[config.mk]
export PLATFORM = sky130hd
export DESIGN_NAME = sram_16kb_arbiter_flat
export DESIGN_NICKNAME = d
export VERILOG_FILES = /design/src/rtl/sram_16kb_arbiter_pkg.sv /design/src/rtl/sram_16kb_arbiter_if.sv /design/src/rtl/sram_16kb_arbiter_rr.sv /design/src/rtl/sram_16kb_arbiter.sv /design/src/flat_wrapper.sv
export SDC_FILE = /design/constraint.sdc
export NUM_CORES = 1
export LEC_CHECK = 0
export ABC_AREA = 0
export CAP_MARGIN = 30
export CORE_MARGIN = 3
export CORE_UTILIZATION = 32
export CTS_CLUSTER_SIZE = 30
export DETAILED_ROUTE_END_ITERATION = 16
export GPL_TIMING_DRIVEN = 0
export HOLD_SLACK_MARGIN = 0.15
export PLACE_DENSITY_LB_ADDON = 0.25
export SYNTH_ARGS = -nofsm -noshare
export SYNTH_HDL_FRONTEND = slang
export SYNTH_SLANG_ARGS = --single-unit
[constraint.sdc]
create_clock -name CK -period 1.2 [get_ports CK]
set_input_delay 0.12 -clock CK [delete_from_list [all_inputs] [get_ports CK]]
set_output_delay 0.12 -clock CK [all_outputs]
set_load 0.05 [all_outputs]
[src/rtl/sram_16kb_arbiter_pkg.sv]
// Shared constants and types for the 16kb SRAM arbiter.
// Default macro geometry (512 x 32), trim width, the macro request
// record and the optional init FSM state encoding.
package sram_arb_pkg;

   localparam int unsigned DEF_WORDS     = 512;
   localparam int unsigned DEF_DW        = 32;
   localparam int unsigned DEF_CTRL_BITS = 2;
   localparam int unsigned DEF_AW        = $clog2(DEF_WORDS);

   // One macro access as driven on the macro pins (default geometry).
   typedef struct packed {
      logic                csn;
      logic                wen;
      logic [DEF_AW-1:0]   addr;
      logic [DEF_DW-1:0]   din;
      logic [DEF_DW-1:0]   mask;
   } mem_req_t;

   typedef enum logic {
      INIT,
      RUN
   } arb_state_e;

endpackage

[src/rtl/sram_16kb_arbiter_if.sv]
// Requester-side bus of the SRAM arbiter.
//   req/we/addr/wdata/wmask : per-requester request fields (flattened, requester i at slice i)
//   gnt                     : one-hot accept
//   r_valid/r_rdata         : one-hot read strobe and shared read data
// master = requester side, slave = arbiter side.
interface sram_16kb_arbiter_if #(
   parameter int unsigned NREQ = 2,
   parameter int unsigned AW   = 9,
   parameter int unsigned DW   = 32
);
   logic [NREQ-1:0]    req;
   logic [NREQ-1:0]    we;
   logic [NREQ*AW-1:0] addr;
   logic [NREQ*DW-1:0] wdata;
   logic [NREQ*DW-1:0] wmask;
   logic [NREQ-1:0]    gnt;
   logic [NREQ-1:0]    r_valid;
   logic [DW-1:0]      r_rdata;

   modport master (
      output req, we, addr, wdata, wmask,
      input  gnt, r_valid, r_rdata
   );

   modport slave (
      input  req, we, addr, wdata, wmask,
      output gnt, r_valid, r_rdata
   );
endinterface

[src/rtl/sram_16kb_arbiter_rr.sv]
// Combinational round-robin arbiter.
//   en   : arbitration enable; gnt is all-zero when low
//   req  : request vector
//   ptr  : highest-priority index (register lives in the parent)
//   gnt  : one-hot grant to the first requester at or above ptr, modulo NREQ
module rr_arbiter
   import sram_arb_pkg::*;
#(
   parameter int unsigned NREQ = 2,
   parameter int unsigned PW   = 1
) (
   input  logic            en,
   input  logic [NREQ-1:0] req,
   input  logic [PW-1:0]   ptr,
   output logic [NREQ-1:0] gnt
);

   int unsigned idx;
   logic        found;

   always_comb begin
      gnt   = '0;
      found = 1'b0;
      idx   = 0;
      for (int unsigned off = 0; off < NREQ; off++) begin
         idx = (32'(ptr) + off) % NREQ;
         // Constant-index compare keeps the selects width-clean.
         for (int unsigned i = 0; i < NREQ; i++) begin
            if (i == idx && en && !found && req[i]) begin
               gnt[i] = 1'b1;
               found  = 1'b1;
            end
         end
      end
   end

endmodule

[src/rtl/sram_16kb_arbiter.sv]
// Round-robin arbiter sharing one 512x32 SRAM macro between NREQ requesters.
//   CK, RSTN              : clock, asynchronous active-low reset
//   bus (slave)           : requester req/gnt bus, read return (latency 2)
//   cfg_rddelay/wrdelay   : timing trims, copied to the macro only while idle
//   init_done             : high once traffic is accepted
//   mem_*                 : registered macro pins, mem_dout is macro read data
// Optional feature macro SRAM_ARB_INIT_EN: zero-fill the macro after reset
// (INIT -> RUN) before accepting traffic.
module sram_16kb_arbiter
   import sram_arb_pkg::*;
#(
   parameter int unsigned NREQ      = 2,
   parameter int unsigned WORDS     = DEF_WORDS,
   parameter int unsigned DW        = DEF_DW,
   parameter int unsigned AW        = $clog2(WORDS),
   parameter int unsigned CTRL_BITS = DEF_CTRL_BITS
) (
   input  logic                 CK,
   input  logic                 RSTN,
   sram_16kb_arbiter_if.slave   bus,
   input  logic [CTRL_BITS-1:0] cfg_rddelay,
   input  logic [CTRL_BITS-1:0] cfg_wrdelay,
   output logic                 init_done,
   output logic                 mem_csn,
   output logic                 mem_wen,
   output logic [AW-1:0]        mem_addr,
   output logic [DW-1:0]        mem_din,
   output logic [DW-1:0]        mem_mask,
   output logic [CTRL_BITS-1:0] mem_rddelay,
   output logic [CTRL_BITS-1:0] mem_wrdelay,
   input  logic [DW-1:0]        mem_dout
);

   localparam int unsigned PW = (NREQ > 1) ? $clog2(NREQ) : 1;

   logic [PW-1:0]        ptr_q, ptr_d;
   logic                 csn_q, csn_d;
   logic                 wen_q, wen_d;
   logic [AW-1:0]        addr_q, addr_d;
   logic [DW-1:0]        din_q, din_d;
   logic [DW-1:0]        mask_q, mask_d;
   logic [CTRL_BITS-1:0] rddly_q, rddly_d;
   logic [CTRL_BITS-1:0] wrdly_q, wrdly_d;
   logic [1:0]           pv_q, pv_d;
   logic [1:0][PW-1:0]   pid_q, pid_d;
   logic                 init_done_q, init_done_d;
   logic                 init_act;
   logic [AW-1:0]        init_addr;
   logic [NREQ-1:0]      gnt;

   rr_arbiter #(
      .NREQ (NREQ),
      .PW   (PW)
   ) u_rr (
      .en  (init_done_q),
      .req (bus.req),
      .ptr (ptr_q),
      .gnt (gnt)
   );

`ifdef SRAM_ARB_INIT_EN
   arb_state_e    state_q, state_d;
   logic [AW-1:0] init_cnt_q, init_cnt_d;

   always_comb begin
      state_d     = state_q;
      init_cnt_d  = init_cnt_q;
      init_done_d = init_done_q;
      init_act    = (state_q == INIT);
      init_addr   = init_cnt_q;
      if (state_q == INIT) begin
         init_cnt_d = init_cnt_q + 1'b1;
         if (init_cnt_q == AW'(WORDS - 1)) begin
            state_d     = RUN;
            init_done_d = 1'b1;
         end
      end
   end
`else
   always_comb begin
      init_act    = 1'b0;
      init_addr   = '0;
      init_done_d = 1'b1;
   end
`endif

   always_comb begin
      ptr_d    = ptr_q;
      csn_d    = 1'b1;
      wen_d    = 1'b1;
      addr_d   = addr_q;
      din_d    = din_q;
      mask_d   = mask_q;
      pv_d     = {pv_q[0], 1'b0};
      pid_d    = {pid_q[0], PW'(0)};
      if (init_act) begin
         csn_d  = 1'b0;
         wen_d  = 1'b0;
         addr_d = init_addr;
         din_d  = '0;
         mask_d = '1;
      end else begin
         for (int unsigned i = 0; i < NREQ; i++) begin
            if (gnt[i]) begin
               csn_d    = 1'b0;
               wen_d    = ~bus.we[i];
               addr_d   = bus.addr[i*AW +: AW];
               din_d    = bus.wdata[i*DW +: DW];
               mask_d   = bus.wmask[i*DW +: DW];
               ptr_d    = (i == NREQ - 1) ? '0 : PW'(i + 1);
               pv_d[0]  = ~bus.we[i];
               pid_d[0] = PW'(i);
            end
         end
      end
      // Trims only move when the next macro cycle is idle.
      rddly_d = csn_d ? cfg_rddelay : rddly_q;
      wrdly_d = csn_d ? cfg_wrdelay : wrdly_q;
   end

   always_ff @(posedge CK or negedge RSTN) begin
      if (!RSTN) begin
         ptr_q       <= '0;
         csn_q       <= 1'b1;
         wen_q       <= 1'b1;
         addr_q      <= '0;
         din_q       <= '0;
         mask_q      <= '0;
         rddly_q     <= '0;
         wrdly_q     <= '0;
         pv_q        <= '0;
         pid_q       <= '0;
         init_done_q <= 1'b0;
`ifdef SRAM_ARB_INIT_EN
         state_q     <= INIT;
         init_cnt_q  <= '0;
`endif
      end else begin
         ptr_q       <= ptr_d;
         csn_q       <= csn_d;
         wen_q       <= wen_d;
         addr_q      <= addr_d;
         din_q       <= din_d;
         mask_q      <= mask_d;
         rddly_q     <= rddly_d;
         wrdly_q     <= wrdly_d;
         pv_q        <= pv_d;
         pid_q       <= pid_d;
         init_done_q <= init_done_d;
`ifdef SRAM_ARB_INIT_EN
         state_q     <= state_d;
         init_cnt_q  <= init_cnt_d;
`endif
      end
   end

   always_comb begin
      for (int unsigned i = 0; i < NREQ; i++) begin
         bus.r_valid[i] = pv_q[1] && (pid_q[1] == PW'(i));
      end
   end

   assign bus.gnt     = gnt;
   assign bus.r_rdata = mem_dout;
   assign init_done   = init_done_q;
   assign mem_csn     = csn_q;
   assign mem_wen     = wen_q;
   assign mem_addr    = addr_q;
   assign mem_din     = din_q;
   assign mem_mask    = mask_q;
   assign mem_rddelay = rddly_q;
   assign mem_wrdelay = wrdly_q;

endmodule

[src/flat_wrapper.sv]
// flat-port wrapper written by rule: the top's interface ports become plain ports
module sram_16kb_arbiter_flat import sram_arb_pkg::*;
#(
   parameter int unsigned NREQ      = 2,
   parameter int unsigned WORDS     = DEF_WORDS,
   parameter int unsigned DW        = DEF_DW,
   parameter int unsigned AW        = $clog2(WORDS),
   parameter int unsigned CTRL_BITS = DEF_CTRL_BITS
)
  (CK, RSTN, cfg_rddelay, cfg_wrdelay, init_done, mem_csn, mem_wen, mem_addr, mem_din, mem_mask, mem_rddelay, mem_wrdelay, mem_dout, bus_req, bus_we, bus_addr, bus_wdata, bus_wmask, bus_gnt, bus_r_valid, bus_r_rdata);
  sram_16kb_arbiter_if #(.NREQ(NREQ), .AW(AW), .DW(DW)) bus_i ();
  input  logic CK;
  input  logic RSTN;
  input  logic [CTRL_BITS-1:0] cfg_rddelay;
  input  logic [CTRL_BITS-1:0] cfg_wrdelay;
  output logic init_done;
  output logic mem_csn;
  output logic mem_wen;
  output logic [AW-1:0] mem_addr;
  output logic [DW-1:0] mem_din;
  output logic [DW-1:0] mem_mask;
  output logic [CTRL_BITS-1:0] mem_rddelay;
  output logic [CTRL_BITS-1:0] mem_wrdelay;
  input  logic [DW-1:0] mem_dout;
  input wire logic [$bits(bus_i.req)-1:0] bus_req;
  input wire logic [$bits(bus_i.we)-1:0] bus_we;
  input wire logic [$bits(bus_i.addr)-1:0] bus_addr;
  input wire logic [$bits(bus_i.wdata)-1:0] bus_wdata;
  input wire logic [$bits(bus_i.wmask)-1:0] bus_wmask;
  output wire logic [$bits(bus_i.gnt)-1:0] bus_gnt;
  output wire logic [$bits(bus_i.r_valid)-1:0] bus_r_valid;
  output wire logic [$bits(bus_i.r_rdata)-1:0] bus_r_rdata;
  assign bus_i.req = bus_req;
  assign bus_i.we = bus_we;
  assign bus_i.addr = bus_addr;
  assign bus_i.wdata = bus_wdata;
  assign bus_i.wmask = bus_wmask;
  assign bus_gnt = bus_i.gnt;
  assign bus_r_valid = bus_i.r_valid;
  assign bus_r_rdata = bus_i.r_rdata;
  sram_16kb_arbiter #(.NREQ(NREQ), .WORDS(WORDS), .DW(DW), .AW(AW), .CTRL_BITS(CTRL_BITS)) u_core (.CK(CK), .RSTN(RSTN), .bus(bus_i), .cfg_rddelay(cfg_rddelay), .cfg_wrdelay(cfg_wrdelay), .init_done(init_done), .mem_csn(mem_csn), .mem_wen(mem_wen), .mem_addr(mem_addr), .mem_din(mem_din), .mem_mask(mem_mask), .mem_rddelay(mem_rddelay), .mem_wrdelay(mem_wrdelay), .mem_dout(mem_dout));
endmodule
==> results.toml, run 1 <==
[critical_path]
r2r_cells = 7
crit_chain = "nand2_2, buf_8, clkbuf_16, nor2_4, buf_8"
rrSetupSlack_ns = -0.28
start_kind = "flip-flop"
cp_common_cell = "buf_8"
worst_ep_required_time_ns = 1.08
crit_path_end_kind = "primary output"
worst_ep_arrival_time_ns = 1.36
path_buf_inv = 3
crit_fanout = 3
r2r_start = "u_core.init_done$_DFF_PN0_"
crit_type = "reg -> out"
cpMaxStageDelayCell = "dfrtp_2"
critPathTopFamily = "buffers and inverters"
crit_path_start = "u_core.init_done$_DFF_PN0_"
critical_path.max_stage_delay_ns = 0.40
r2r_end = "u_core.mem_din[6]$_DFFE_PN0P_"

[floorplan]
die_y_um = 121
dieWidth_um = 121
ioPinCount = 304
start_util_pct = 33.1
core_area_um2 = 12800
fp.dieArea_um2 = 14600
rows = 41

[pwr]
finalPower_mw = 10.5
leakage_nw = 3.33
powerDensity_nw_per_um2 = 1270
ir_worst_vdd_v = 0.000555

[synthesis]
synthArstFlopShare_pct = 100
synth_ff_type = "dfrtp_1"
synthCells = 489
synth_edf_count = 0
netlist.area_leader.share_pct = 49.1
synth-seq-cells = 85
ys_seq_area_share_pct = 50.3
avgSynthCellArea_um2 = 8.65
synth_warnings = 0
synth_area_um2 = 4230
synthTopCellsByArea = "dfrtp_1, a31oi_1, nand3_1, o21ai_0, buf_4"
synth_area_leader_cell = "dfrtp_1"
yosysUniqueCellTypes = 22
syn-num-nets = 677

[routing]
routed.top_layer = "met4"
vias = 5007
antenna_left = 0
wl_met1_um = 7090
drt_iter0_drc = 360
vias_per_cell = 5.15
routed_wirelength_um = 18200
post_drt_wl_per_cell_um = 18.7
first_pass_iters = 4
wl_met2_um = 9300
met3WireLength_um = 1560
drc_errors = 0

[global_route]
antenna_found_initial = 0
grt.total_usage_pct = 22.8
grt_pass1_wl_um = 26200
overflow = 0
grt_max_degree = 47
grt_pass1_vias = 4994

[finish]
regArea_um2 = 2130
multi_input_area_um2 = 2000
areaGrowthSynthToFinish_pct = 95.2
drive_gt1_share_pct = 35.3
nFillCells = 1033
nets = 984
num_antenna_cells = 0

[sta]
max-slew-margin-rel_pct = 63.0
hold-worst-slack_ns = 0.313
rsz0062_at_grt = "true"
finalHoldViolCount = 0
setup_violations = 82
period_share_pct = 124
worst_pin_slew_ns = 0.553
slew_violations = 0
setup_slack_ns = -0.283
clock_skew_ns = 0.00478
max_freq_mhz = 674
fin_crit_ns = 1.48

[placed_design]
preCtsSetupSlack_ns = -1.21
gp_congestion = 0.830
dp_hpwl_um = 12700
io_buffers = 271

[min_path]
min_path_type = "in -> async"

[run]
maxCapViolCount = 0

[status]
status = "finished with violations"
violations = "negative setup slack"

[cts]
cts_made_buffers = 9
cts.clk_slew.worst_paths_ns = 0.06
worstSkewPairLatency_ns = 0.33
cts_tree = "done"
cts_root_buf = "clkbuf_16"
cts_max_level = 3
clockBufferDepth = 2
cts_sinks = 85
## power breakdown
part	leakage [nW]	internal, mW	switching (mW)
combinational	2.25	1.66	2.81
sequential	0.958	3.25	0.248
clock	0.116	1.41	1.13
total	3.33	6.32	4.19
## cells in the final DEF, fill, tap and decap left out, types with 2 or more instances in the layout
cell type,synthesis,routed
nand2_1,15,10
buf_2,30,70
nand3_1,73,46
dfstp_2,2,2
nand3_2,0,26
clkbuf_2,0,4
o21ai_2,0,2
nor2_4,0,10
clkbuf_16,0,19
clkbuf_1,12,4
a31oi_1,73,64
buf_12,0,7
buf_4,39,52
a31oi_2,0,5
clkdlybuf4s50_1,0,185
clkbuf_4,0,3
nand2_2,0,5
a31oi_4,0,4
clkdlybuf4s15_2,0,10
nor2_2,0,15
clkinvlp_4,0,3
nor2_1,74,49
o21ai_0,63,14
buf_6,1,16
o21ai_1,12,59
buf_8,0,15
dfrtp_2,0,2
buf_16,0,2
dfrtp_1,83,81
## worst reg2reg max path: cells and delay by family (launching register included)
family / cells / cell delay, ns
buffers and inverters: 4 / 0.57
and+or+nand+nor: 2 / 0.28
AOI/OAI and AO/OA: 1 / 0.09
DFF: 1 / 0.44
## state kept, by name (all words and copies together) (netlist names), 2 cells and up
signal              flops
u_core.mem_addr         9
u_core.mem_din         32
u_core.mem_mask        32
u_core.mem_rddelay      2
u_core.mem_wrdelay      2
u_core.pv_q             2
## kinds of logic (layout without fill, tap and decap cells)
| kind of cell | count (synthesis) | after routing | synth area share (%) |
|---|---|---|---|
| AO/OA/AOI/OAI | 151 | 151 | 20.1 |
| buffers and inverters | 83 | 395 | 11.9 |
| flip-flops | 85 | 85 | 50.3 |
| AND/OR/NAND/NOR | 169 | 169 | 17.5 |
| other | 1 | 1 | 0.0886 |
## layer usage
layer	up-vias	track usage (%)
li1	2327	-
met1	2394	27.7
met2	268	40.0
met3	18	5.73
met4	0	6.30
met5	-	0
## final cells by class
cell class	count	share of cell area, %
Timing Repair Buffer	297	34.3
Sequential cell	85	25.8
Clock buffer	13	2.91
Clock inverter	3	0.273
Multi-Input combinational cell	321	24.2
Buffer	81	9.82
Inverter	1	0.0757
Tap cell	172	2.61
## Yosys cell counts (all sizes together) (2+ instances only)
| cell type | instances |
|---|---|
| nand3 | 73 |
| and2 | 2 |
| buf | 70 |
| nor2b | 2 |
| dfstp | 2 |
| o21ai | 75 |
| nor2 | 74 |
| nand2 | 15 |
| clkbuf | 12 |
| a31oi | 73 |
| dfrtp | 83 |
## worst max path at each step
stage	to	slack, ns	cells after the start
2_1_floorplan	u_core.mem_din[20]$_DFFE_PN0P_	-0.11	6
3_3_place_gp	u_core.init_done$_DFF_PN0_	-3.41	1
3_5_place_dp	bus_gnt[1]	-1.21	6
4_1_cts	bus_gnt[1]	-0.28	5
5_1_grt	u_core.mem_din[3]$_DFFE_PN0P_	-0.33	7
6_report	bus_gnt[1]	-0.28	5
## metrics by stage
step	cells	cell area, um2	setup TNS (ns)	utilization (%)
floorplan	489	4350	-6.27	-
detailed placement	933	7300	-48.01	57.1
global placement	932	7270	-307.50	56.9
finish	973	8260	-18.29	64.7
global route	973	8260	-21.37	64.7
CTS	962	7950	-16.35	62.2
## what timing repair did
item	CTS	global route
buffers inserted	12	2
pin swaps	6	38
hold buffers	1	0
hold endpoints to repair	39	0
resized for setup	404	182
endpoints found under the setup margin	164	131
gates cloned	1	9
Note: power is estimated with default switching activity, not from simulation.
==> run 2: changes to the inputs <==
--- a/config.mk
+++ b/config.mk
@@ -17,3 +17,4 @@
 export SYNTH_ARGS = -nofsm -noshare
 export SYNTH_HDL_FRONTEND = slang
 export SYNTH_SLANG_ARGS = --single-unit
+export TNS_END_PERCENT = 100
==> results of run 2 <==
Final layout, timing and power as in run 1 (identical DEF).
